File: config.mk
export PLATFORM = sky130hd
export DESIGN_NAME = qspi_flash_sequencer
export DESIGN_NICKNAME = d
export VERILOG_FILES = /design/src/rtl/qspi_flash_sequencer.sv
export SDC_FILE = /design/constraint.sdc
export NUM_CORES = 1
export LEC_CHECK = 0
export ABC_AREA = 1
export CORE_ASPECT_RATIO = 0.5
export CORE_MARGIN = 10
export CORE_UTILIZATION = 39
export CTS_CLUSTER_SIZE = 24
export DETAILED_ROUTE_END_ITERATION = 10
export HOLD_SLACK_MARGIN = 0.12
export PLACE_DENSITY = 0.78
export SLEW_MARGIN = 20
export SYNTH_ARGS = -nofsm -noshare
export SYNTH_HDL_FRONTEND = slang
export SYNTH_SLANG_ARGS = --single-unit
File: constraint.sdc
create_clock -name clk_i -period 1.8 [get_ports clk_i]
set_clock_uncertainty 0.1 [all_clocks]
set_input_delay 0.36 -clock clk_i [delete_from_list [all_inputs] [get_ports clk_i]]
set_output_delay 0.36 -clock clk_i [all_outputs]
set_load 0.02 [all_outputs]
File: src/rtl/qspi_flash_sequencer.sv
// qspi_flash_sequencer
//
// Serves 32-bit reads from a memory-mapped QSPI flash to two requesters.
// p0 is the instruction fetch port and p1 is the data port. Each read
// uses three Wishbone accesses to the SPI controller register file:
//   1. Write the flash address register (0x04).
//   2. Write the command/configuration register (0x00). The slave holds
//      back its ack until the flash transfer has finished.
//   3. Read the data register (0x08).
// The word from the data register is byte-swapped and returned on the
// owner's dat_o, along with a one-cycle ack_o.
//
// Ports
//   clk_i, rst_ni            clock; asynchronous active-low reset
//   pN_req_i / pN_addr_i     read request and flash byte address; the
//                            request is held until the matching ack
//   pN_ack_o / pN_err_o      one-cycle completion pulse; err_o marks a
//                            timeout
//   pN_dat_o                 read word; zero whenever ack is low
//   wbm_*                    Wishbone master to the SPI controller
//   busy_o                   high while a read is in flight
module qspi_flash_sequencer #(
    parameter logic [7:0]  READ_CMD  = 8'h6B,
    parameter logic [4:0]  DUMMY_CYC = 5'd8,
    parameter logic [5:0]  PRESCALE  = 6'd3,
    parameter logic [15:0] TIMEOUT   = 16'd4096
) (
    input  logic        clk_i,
    input  logic        rst_ni,
    input  logic        p0_req_i,
    input  logic [23:0] p0_addr_i,
    output logic        p0_ack_o,
    output logic        p0_err_o,
    output logic [31:0] p0_dat_o,
    input  logic        p1_req_i,
    input  logic [23:0] p1_addr_i,
    output logic        p1_ack_o,
    output logic        p1_err_o,
    output logic [31:0] p1_dat_o,
    output logic [7:0]  wbm_adr_o,
    output logic [31:0] wbm_dat_o,
    output logic        wbm_we_o,
    output logic [3:0]  wbm_sel_o,
    output logic        wbm_stb_o,
    output logic        wbm_cyc_o,
    input  logic        wbm_ack_i,
    input  logic [31:0] wbm_dat_i,
    output logic        busy_o
);

    localparam logic [2:0] IDLE   = 3'd0;
    localparam logic [2:0] WR_ADR = 3'd1;
    localparam logic [2:0] WR_CCR = 3'd2;
    localparam logic [2:0] RD_DAT = 3'd3;
    localparam logic [2:0] RESP   = 3'd4;

    localparam logic [7:0] REG_CCR = 8'h00;
    localparam logic [7:0] REG_AR  = 8'h04;
    localparam logic [7:0] REG_DR  = 8'h08;

    // Command/configuration word: 4-line data, 1-line instruction, 1-line
    // address, 24-bit address size, plus the dummy cycles and prescaler.
    localparam logic [31:0] CCR_WORD = {1'b0, PRESCALE, 9'd3, DUMMY_CYC,
                                        1'b0, 2'b11, READ_CMD};

    // The flash returns bytes in ascending address order, but the data
    // register packs the first byte in the top lane. Swap the bytes back
    // so the lowest address sits in bits [7:0].
    function automatic logic [31:0] byte_swap(input logic [31:0] w);
        return {w[7:0], w[15:8], w[23:16], w[31:24]};
    endfunction

    logic [2:0]  state_q, state_d;
    logic        gap_q, gap_d;       // one idle bus cycle before a new access
    logic        owner_q, owner_d;   // 0 = p0, 1 = p1
    logic        last_q, last_d;     // last port served, used for round-robin
    logic        err_q, err_d;
    logic [23:0] addr_q, addr_d;     // word-aligned byte address
    logic [31:0] data_q, data_d;
    logic [15:0] wait_q, wait_d;

    logic in_bus;
    logic timed_out;
    logic stb;
    logic bus_ack;
    logic grant;
    logic resp;

    assign in_bus    = (state_q == WR_ADR) || (state_q == WR_CCR) ||
                       (state_q == RD_DAT);
    assign timed_out = (wait_q == TIMEOUT);
    // The strobe drops for the gap cycle and once the wait budget runs out.
    assign stb       = in_bus && !gap_q && !timed_out;
    // An ack is accepted only while the strobe is high.
    assign bus_ack   = stb && wbm_ack_i;
    // If both ports request, the port that was not served last wins.
    // Otherwise the only requester wins.
    assign grant     = (p0_req_i && p1_req_i) ? ~last_q : p1_req_i;

    always_comb begin
        state_d = state_q;
        gap_d   = 1'b0;
        owner_d = owner_q;
        last_d  = last_q;
        err_d   = err_q;
        addr_d  = addr_q;
        data_d  = data_q;
        case (state_q)
            IDLE: begin
                if (p0_req_i || p1_req_i) begin
                    owner_d = grant;
                    addr_d  = (grant ? p1_addr_i : p0_addr_i) & 24'hFFFFFC;
                    err_d   = 1'b0;
                    data_d  = 32'h0;
                    state_d = WR_ADR;
                end
            end
            WR_ADR: begin
                if (timed_out) begin
                    err_d   = 1'b1;
                    data_d  = 32'h0;
                    state_d = RESP;
                end else if (bus_ack) begin
                    gap_d   = 1'b1;
                    state_d = WR_CCR;
                end
            end
            WR_CCR: begin
                if (timed_out) begin
                    err_d   = 1'b1;
                    data_d  = 32'h0;
                    state_d = RESP;
                end else if (bus_ack) begin
                    gap_d   = 1'b1;
                    state_d = RD_DAT;
                end
            end
            RD_DAT: begin
                if (timed_out) begin
                    err_d   = 1'b1;
                    data_d  = 32'h0;
                    state_d = RESP;
                end else if (bus_ack) begin
                    data_d  = byte_swap(wbm_dat_i);
                    state_d = RESP;
                end
            end
            RESP: begin
                last_d  = owner_q;
                state_d = IDLE;
            end
            default: state_d = IDLE;
        endcase
    end

    // The wait counter restarts at each state entry. It counts only the
    // strobed cycles in which the slave has not answered.
    always_comb begin
        wait_d = wait_q;
        if (state_d != state_q) begin
            wait_d = 16'h0;
        end else if (stb && !wbm_ack_i) begin
            wait_d = wait_q + 16'h1;
        end
    end

    always_ff @(posedge clk_i or negedge rst_ni) begin
        if (!rst_ni) begin
            state_q <= IDLE;
            gap_q   <= 1'b0;
            owner_q <= 1'b0;
            last_q  <= 1'b1;
            err_q   <= 1'b0;
            addr_q  <= 24'h0;
            data_q  <= 32'h0;
            wait_q  <= 16'h0;
        end else begin
            state_q <= state_d;
            gap_q   <= gap_d;
            owner_q <= owner_d;
            last_q  <= last_d;
            err_q   <= err_d;
            addr_q  <= addr_d;
            data_q  <= data_d;
            wait_q  <= wait_d;
        end
    end

    always_comb begin
        wbm_adr_o = 8'h00;
        wbm_dat_o = 32'h0;
        case (state_q)
            WR_ADR: begin
                wbm_adr_o = REG_AR;
                wbm_dat_o = {8'h00, addr_q};
            end
            WR_CCR: begin
                wbm_adr_o = REG_CCR;
                wbm_dat_o = CCR_WORD;
            end
            RD_DAT: wbm_adr_o = REG_DR;
            default: begin
                wbm_adr_o = 8'h00;
                wbm_dat_o = 32'h0;
            end
        endcase
    end

    assign wbm_we_o  = (state_q == WR_ADR) || (state_q == WR_CCR);
    assign wbm_sel_o = in_bus ? 4'hF : 4'h0;
    assign wbm_stb_o = stb;
    assign wbm_cyc_o = stb;

    assign resp     = (state_q == RESP);
    assign p0_ack_o = resp && !owner_q;
    assign p1_ack_o = resp && owner_q;
    assign p0_err_o = p0_ack_o && err_q;
    assign p1_err_o = p1_ack_o && err_q;
    assign p0_dat_o = p0_ack_o ? data_q : 32'h0;
    assign p1_dat_o = p1_ack_o ? data_q : 32'h0;
    assign busy_o   = (state_q != IDLE);

endmodule
Word level (Yosys, flattened, before mapping)
Index checks and enable logic that the tools add are counted.
- register bits: 77
- input bits: 85
- output and inout bits: 116
- word-level logic and storage cells: 74
- add/sub/neg operators: 1
- equality and inequality tests: 10
- multiplexer cells: 28
- bitwise operators: 1
- reductions and logical operators: 26
- operators by type and width (kind ; number):
    32-bit two-way mux ; 6
    32-bit case mux with 3 select lines ; 1
    27-bit case mux with 2 select lines ; 1
    16-bit two-way mux ; 2
    24-bit two-way mux ; 1
    3-bit two-way mux ; 7
    16-bit by 1-bit adder with 16-bit output (second input constant) ; 1
    16-bit by 13-bit == test with 1-bit output (second input constant) ; 1
    3-bit case mux with 4 select lines ; 1
    1-bit logical AND ; 9
    4-bit case mux with 2 select lines ; 1
    3-bit by 2-bit == test with 1-bit output (second input constant) ; 2
    1-bit two-way mux ; 6
    3-bit nonzero test ; 2
    1-bit zero test ; 4
    4-bit two-way mux ; 1
    2-bit by 1-bit inequality test with 1-bit output (second input constant) ; 2
    4-bit AND reduction ; 1
    2-bit nonzero test ; 2
    3-bit by 1-bit == test with 1-bit output (second input constant) ; 1
    3-bit == test (second input constant) ; 1
    3-bit zero test ; 1
    1-bit logical OR ; 3
    3-bit inequality test ; 1
    8 further kinds ; 8

Depth between registers and ports, before layout
Gate-level depths: netlist of run 1.
- word-level depth: 11
- mapped depth: 14
- mapped depth without buffers: 13

Worst setup path after synthesis of run 1
OpenSTA, ideal clock, no wires.
- kind: register -> output
- from: reg state_q[1]
- to: out p1_dat_o[22]
- arrival: 1.843 ns
- required time: 1.340 ns
- slack: -0.503 ns
- stages on the path, launching flop included: 7
- buffers on the path: 1
- cell sequence: dfrtp_1 -> nor2_2 -> nand2_1 -> nor2_1 -> clkinv_1 -> clkbuf_1 -> nor2_1
- longest elaborated chain between the ends: 3
- ends and longest elaborated chain (what ; line ; RTL):
    from (decl) ; 73 ; logic [2:0] state_q, state_d;
    from (signal assigned) ; 178 ; state_q <= state_d;
    3-bit == test ; 214 ; assign resp = (state_q == RESP);
    1-bit logical AND ; 216 ; assign p1_ack_o = resp && owner_q;
    named net p1_ack_o ; 37 ; output logic p1_ack_o,
    32-bit two-way mux ; 220 ; assign p1_dat_o = p1_ack_o ? data_q : 32'h0;
    to (decl) ; 39 ; output logic [31:0] p1_dat_o,
The timed path passes the listed nets, and every way through them passes these cells.

Worst setup path in the final report of run 1
- from: reg state_q[2]
- to: out wbm_dat_o[9]
- longest elaborated chain between the ends: 2
- elaborated cells on any way between the ends: 3
- those cells by class: 2 x eq/ne; 1 x mux
- ends and longest elaborated chain (what ; line ; RTL):
    3-bit by 2-bit == test with 1-bit output or 3-bit by 1-bit == test with 1-bit output (tied branches) ; 192 ; case (state_q)
    27-bit case mux with 2 select lines (*) ; 192 ;
    to (decl) ; 41 ; output logic [31:0] wbm_dat_o,
Every way passes the cells marked *; elsewhere a longest branch is shown, timed or not.

==> results of run 1 <==
synthesized netlist by cell type (all sizes together):
master	count	area share (%)
nor2	160	14
nand2	87	7.7
o21ai	69	7.5
a21oi	3	0.33
nor4	2	0.27
conb	1	0.082
dfstp	1	0.57
or2	1	0.14
inv	86	7.1
nor3	2	0.33
clkinv	2	0.16
clkbuf	15	1.2
dfrtp	76	42
o22ai	22	3.0
xnor2	4	0.77
buf	39	6.2
nand3	50	6.2
xor2	3	0.57
o21a	2	0.33
nand3b	1	0.16
nand4	6	0.96
ha	2	0.55
cell type report:
type | count | area [µm²]
clock inverters | 4 | 95.1
repair buffers | 296 | 3260
fillers | 574 | 2000
flip-flops and latches | 77 | 1930
inverters | 88 | 374
well taps | 159 | 199
multi-input cells | 428 | 3110
clock buffers | 12 | 246
final timing paths:
path / slack (ns) / end / depth (start not counted) / startpoint
worst min-delay path: 0.39 / data_q[7] / 2 / data_q[7]
max in group asynchronous: 0.59 / data_q[21] / 3 / rst_ni
min in group asynchronous: 0.45 / wait_q[4] / 2 / rst_ni
worst max register to register: -0.36 / data_q[26] / 11 / state_q[0]
worst min register to register: 0.39 / data_q[7] / 2 / data_q[7]
worst max-delay path: -0.41 / wbm_dat_o[9] / 6 / state_q[2]
cell families (layout without fill, tap and decap cells):
kind of cell	after synthesis	in the layout	synth area share, %
buffers and inverters	142	400	14.7
and+or+nand+nor	309	311	30.0
xor gates and xnor gates	7	7	1.34
other	1	12	0.0820
adders and majority gates	2	2	0.547
AOI/OAI and AO/OA	96	96	11.2
DFF	77	77	42.1
stage by stage:
step           hold WS [ns]  util, %  total power, mW  TNS [ns]
6_report              0.388     82.2             15.0    -45.80
5_1_grt               0.407     82.2             15.5    -53.01
4_1_cts               0.393     72.2             11.3    -31.40
3_5_place_dp          0.235     66.5             8.85    -43.13
3_3_place_gp          0.238     66.5             8.69    -37.97
2_1_floorplan       -0.0356        -             6.60     -1.25
tightest hold or removal path: stages (launching register included):
cell	delay (ns)
dfrtp_1	0.36
nand2_2	0.06
o21ai_2	0.04
routing by layer:
layer	track usage, %	wire, µm
met1	20.2	8270
met2	37.2	11600
met3	3.99	1790
met4	6.34	1710
met5	0	0
power by group:
| group | internal [mW] | switching, mW |
|---|---|---|
| sequential | 2.40 | 0.435 |
| combinational | 4.36 | 5.65 |
| clock | 1.39 | 0.756 |
sequential cells by signal, summed over array words and instances, names as in the netlist:
signal   count
owner_q      1
err_q        1
gap_q        1
last_q       1
wait_q      16
state_q      3
data_q      32
addr_q      22
what timing repair did:
| item | 4_1_cts | 5_1_grt |
|---|---|---|
| hold endpoints to repair | 29 | 0 |
| setup buffers | 5 | 25 |
| setup endpoints to repair | 153 | 155 |
| pin swaps | 4 | 21 |
| hold buffers | 1 | 0 |
| cloned | 3 | 10 |
| gates resized for setup | 633 | 184 |
==> impl_metrics.tcl, run 1 <==
set metrics [dict create \
    worst-path-buf-inv 4 \
    finalCriticalPeriod_ns 2.21 \
    pre_cts_ws_ns -0.422 \
    dpl.hpwl_um 12200 \
    path_delay_family "buffers and inverters" \
    cts_tree "done" \
    dp.cells 1005 \
    wl_um 23400 \
    htreeDepth 3 \
    grt_max_degree 34 \
    fmax_mhz 453 \
    fin_ws_ns -0.408 \
    violations "setup timing" \
    critPathMaxStageDelay_ns 0.45 \
    mostFrequentLayoutCell "buf_6" \
    grt_use_total_pct 18.9 \
    drc 0 \
    drt-vias-per-instance 5.52 \
    rsz0062_at_grt "true" \
    outcome "complete, but fails checks" \
    gp_congestion 0.909 \
    syn_inst 634 \
    ant_nets 0 \
    final_cells 1064 \
    synth.avg_cell_area_um2 7.22 \
    path_class "reg -> out" \
    wl_per_cell_um 22.0 \
    coreArea_mm2 0.0112 \
    clockBufferDepth 2 \
    mostFrequentLayoutCells "118 x buf_6, 90 x nor2_4, 79 x clkdlybuf4s50_1, 74 x inv_1, 74 x dfrtp_1" \
    syn_to_final_growth_pct 101 \
    cp-end-kind "output port" \
    die_w_um 173 \
    antenna_found_initial 0 \
    n_antenna_cell 0 \
    cts_buffers 9 \
    leakagePower_nw 3.89 \
    drt-pass1-iter-count 5 \
    num_rows 27 \
    min_period_over_period_pct 123 \
    grt_pass1_wl_um 25900 \
    setup_viol_count_final 167 \
    crit_fanout 7 \
    ys_warn_count 0 \
    drv_slew 0 \
    drt_iter0_drc 563 \
    worstMarginPinSlew_ns 0.705 \
    numPortBuffers 184 \
    initial_core_util_pct 40.8 \
    min_path_type "reg -> reg" \
    slew_headroom_pct 52.9 \
    seq_area_frac_synth_pct 42.1 \
    cp_slowest_cell "dfrtp_2" \
    die_area_mm2 0.0167 \
    synth.distinct_cells 36 \
    root_buffer "clkbuf_16" \
    place_area_mm2 0.00746 \
    clock_latency_ns 0.35 \
    ys_ff_latch 77 \
    vdd_drop_max_uv 842 \
    dr_total_vias 5874 \
    layout-drive-gt1-share_pct 47.7 \
    crit_arrival_ns 1.75 \
    fin_nets 987 \
    fin_area_mm2 0.00922 \
    grt_pass1_vias 5159 \
    synth_area_mm2 0.00457 \
    cp-start-kind "register" \
    clk_pin_slew_ns 0.06 \
    cts_sinks 77 \
    gr-total-overflow 0 \
    maxCapViolations 0 \
    die_y_um 96.6 \
    worst_ep_required_time_ns 1.34 \
    critical_path.cell_chain "inv_2, nand3_4, buf_12, buf_4, o21ai_4, buf_6" \
    io_pins 201 \
    hold_viol_final 0 \
    power.density_mw_per_mm2 1630 \
]
Power figures use the tool's default switching activity.
==> inputs of run 2 (changes only) <==
--- a/config.mk
+++ b/config.mk
@@ -12,6 +12,7 @@
 export CTS_CLUSTER_SIZE = 24
 export DETAILED_ROUTE_END_ITERATION = 10
 export HOLD_SLACK_MARGIN = 0.12
+export MAX_ROUTING_LAYER = met4
 export PLACE_DENSITY = 0.78
 export SLEW_MARGIN = 20
 export SYNTH_ARGS = -nofsm -noshare
==> impl_metrics.tcl, run 2 (synthesized netlist as in run 1, its figures left out) <==
set metrics [dict create \
    gp_congestion 0.924 \
    power.total_mw 14.9 \
    htreeDepth 3 \
    drt-vias-per-instance 5.38 \
    clk_pin_slew_ns 0.06 \
    grt_pass1_vias 5171 \
    cts_buffers 9 \
    fin_ws_ns -0.376 \
    min_period_over_period_pct 121 \
    dpl.hpwl_um 12200 \
    slew_headroom_pct 57.2 \
    fin_nets 987 \
    timing.rr.start "state_q[1]" \
    syn_to_final_growth_pct 102 \
    rsz0062_at_grt "true" \
    drc 0 \
    antenna_found_initial 0 \
    hold_viol_final 0 \
    layout-drive-gt1-share_pct 48.3 \
    maxCapViolations 0 \
    largest_reg_flops 32 \
    min_path_type "reg -> reg" \
    cts_tree "done" \
    root_buffer "clkbuf_16" \
    final_cells 1064 \
    grt_use_total_pct 19.4 \
    worst_ep_required_time_ns 1.91 \
    crit_fanout 6 \
    reg_top3 "data_q: 32 flops, addr_q: 22 flops, wait_q: 16 flops" \
    gr-total-overflow 0 \
    path_class "reg -> reg" \
    die_area_mm2 0.0167 \
    clockBufferDepth 2 \
    dr_total_vias 5723 \
    drv_slew 0 \
    mostFrequentLayoutCells "121 x buf_6, 90 x nor2_4, 79 x clkdlybuf4s50_1, 74 x inv_1, 74 x dfrtp_1" \
    wl_per_cell_um 21.0 \
    finalCriticalPeriod_ns 2.18 \
    hold_end "data_q[7]" \
    leakagePower_nw 3.89 \
    crit_arrival_ns 2.29 \
    initial_core_util_pct 40.8 \
    cts_sinks 77 \
    coreArea_mm2 0.0112 \
    grt_pass1_wl_um 25800 \
    r2r_slack_ns -0.38 \
    setup_viol_count_final 162 \
    vdd_drop_max_uv 838 \
    drt_iter0_drc 512 \
    fin_area_mm2 0.00922 \
    drt-pass1-iter-count 5 \
    num_rows 27 \
    worst_r2r_path_depth 14 \
    die_w_um 173 \
    cp-start-kind "register" \
    r2r-end "data_q[11]" \
    wl_um 22300 \
    clock_latency_ns 0.34 \
    io_pins 201 \
    fmax_mhz 460 \
    ant_nets 0 \
    n_antenna_cell 0 \
    worstHoldStart "data_q[7]" \
    place_area_mm2 0.00746 \
    violations "setup timing" \
    dp.cells 1005 \
    grt_max_degree 34 \
    power.density_mw_per_mm2 1620 \
    die_y_um 96.6 \
    mostFrequentLayoutCell "buf_6" \
    min_path_cells 2 \
    numPortBuffers 184 \
    worstMarginPinSlew_ns 0.641 \
    cp-end-kind "register" \
    top_register "data_q" \
    outcome "complete, but fails checks" \
]
-- run 2: timing repair --
action                                  4_1_cts  5_1_grt
pin swaps                                     4       19
resized for setup                           633      191
endpoints found under the setup margin      153      155
hold buffers                                  1        0
hold endpoints to repair                     29        0
cloned                                        3       10
setup buffers                                 5       25
-- run 2: cell type report --
type	count	area [µm²]
Fill cell	584	1990
Tap cell	159	199
Clock inverter	4	95.1
Timing Repair Buffer	296	3260
Clock buffer	12	246
Inverter	88	374
Sequential cell	77	1930
Multi-Input combinational cell	428	3110
-- run 2: power breakdown --
part | leakage [nW] | internal (mW) | total (mW) | switching [mW]
clock | 0.167 | 1.39 | 2.10 | 0.712
combinational | 2.71 | 4.38 | 9.98 | 5.60
sequential | 1.01 | 2.40 | 2.82 | 0.425
-- run 2: worst max path at each step --
| stage | slack [ns] | endpoint | from | cells past startpoint |
|---|---|---|---|---|
| 2_1_floorplan | -0.06 | p1_dat_o[22] | state_q[0] | 6 |
| 3_3_place_gp | -0.39 | p1_dat_o[31] | state_q[0] | 7 |
| 3_5_place_dp | -0.42 | p1_dat_o[31] | state_q[0] | 7 |
| 4_1_cts | -0.28 | data_q[15] | state_q[1] | 12 |
| 5_1_grt | -0.46 | data_q[26] | state_q[1] | 14 |
| 6_report | -0.38 | data_q[11] | state_q[1] | 14 |
-- run 2: stage by stage --
stage / setup TNS [ns] / setup slack, ns / hold slack, ns / utilization [%]
floorplan: -1.25 / -0.0568 / -0.0356 / -
global placement: -37.97 / -0.393 / 0.238 / 66.5
detailed placement: -43.13 / -0.422 / 0.235 / 66.5
CTS: -31.40 / -0.285 / 0.393 / 72.2
global route: -53.20 / -0.456 / 0.406 / 82.2
finish: -43.21 / -0.376 / 0.388 / 82.2
-- run 2: metal layers --
layer	global-route usage (%)	vias up	routed length, µm
li1	-	2500	-
met1	20.4	2771	8260
met2	37.2	349	11500
met3	3.60	103	1420
met4	6.34	0	1160
met5	-	-	0
-- run 2: critical path: stages (launching register included) --
cell and delay, ns:
dfrtp_1 0.43, nor2_4 0.07, buf_4 0.14, buf_6 0.12, nor2_4 0.14, nand2_4 0.08, inv_4 0.08, buf_6 0.12
nand3_4 0.12, nand3_4 0.16, buf_12 0.13, nand2_8 0.08, clkbuf_16 0.18, nand2_1 0.05, o21ai_1 0.06
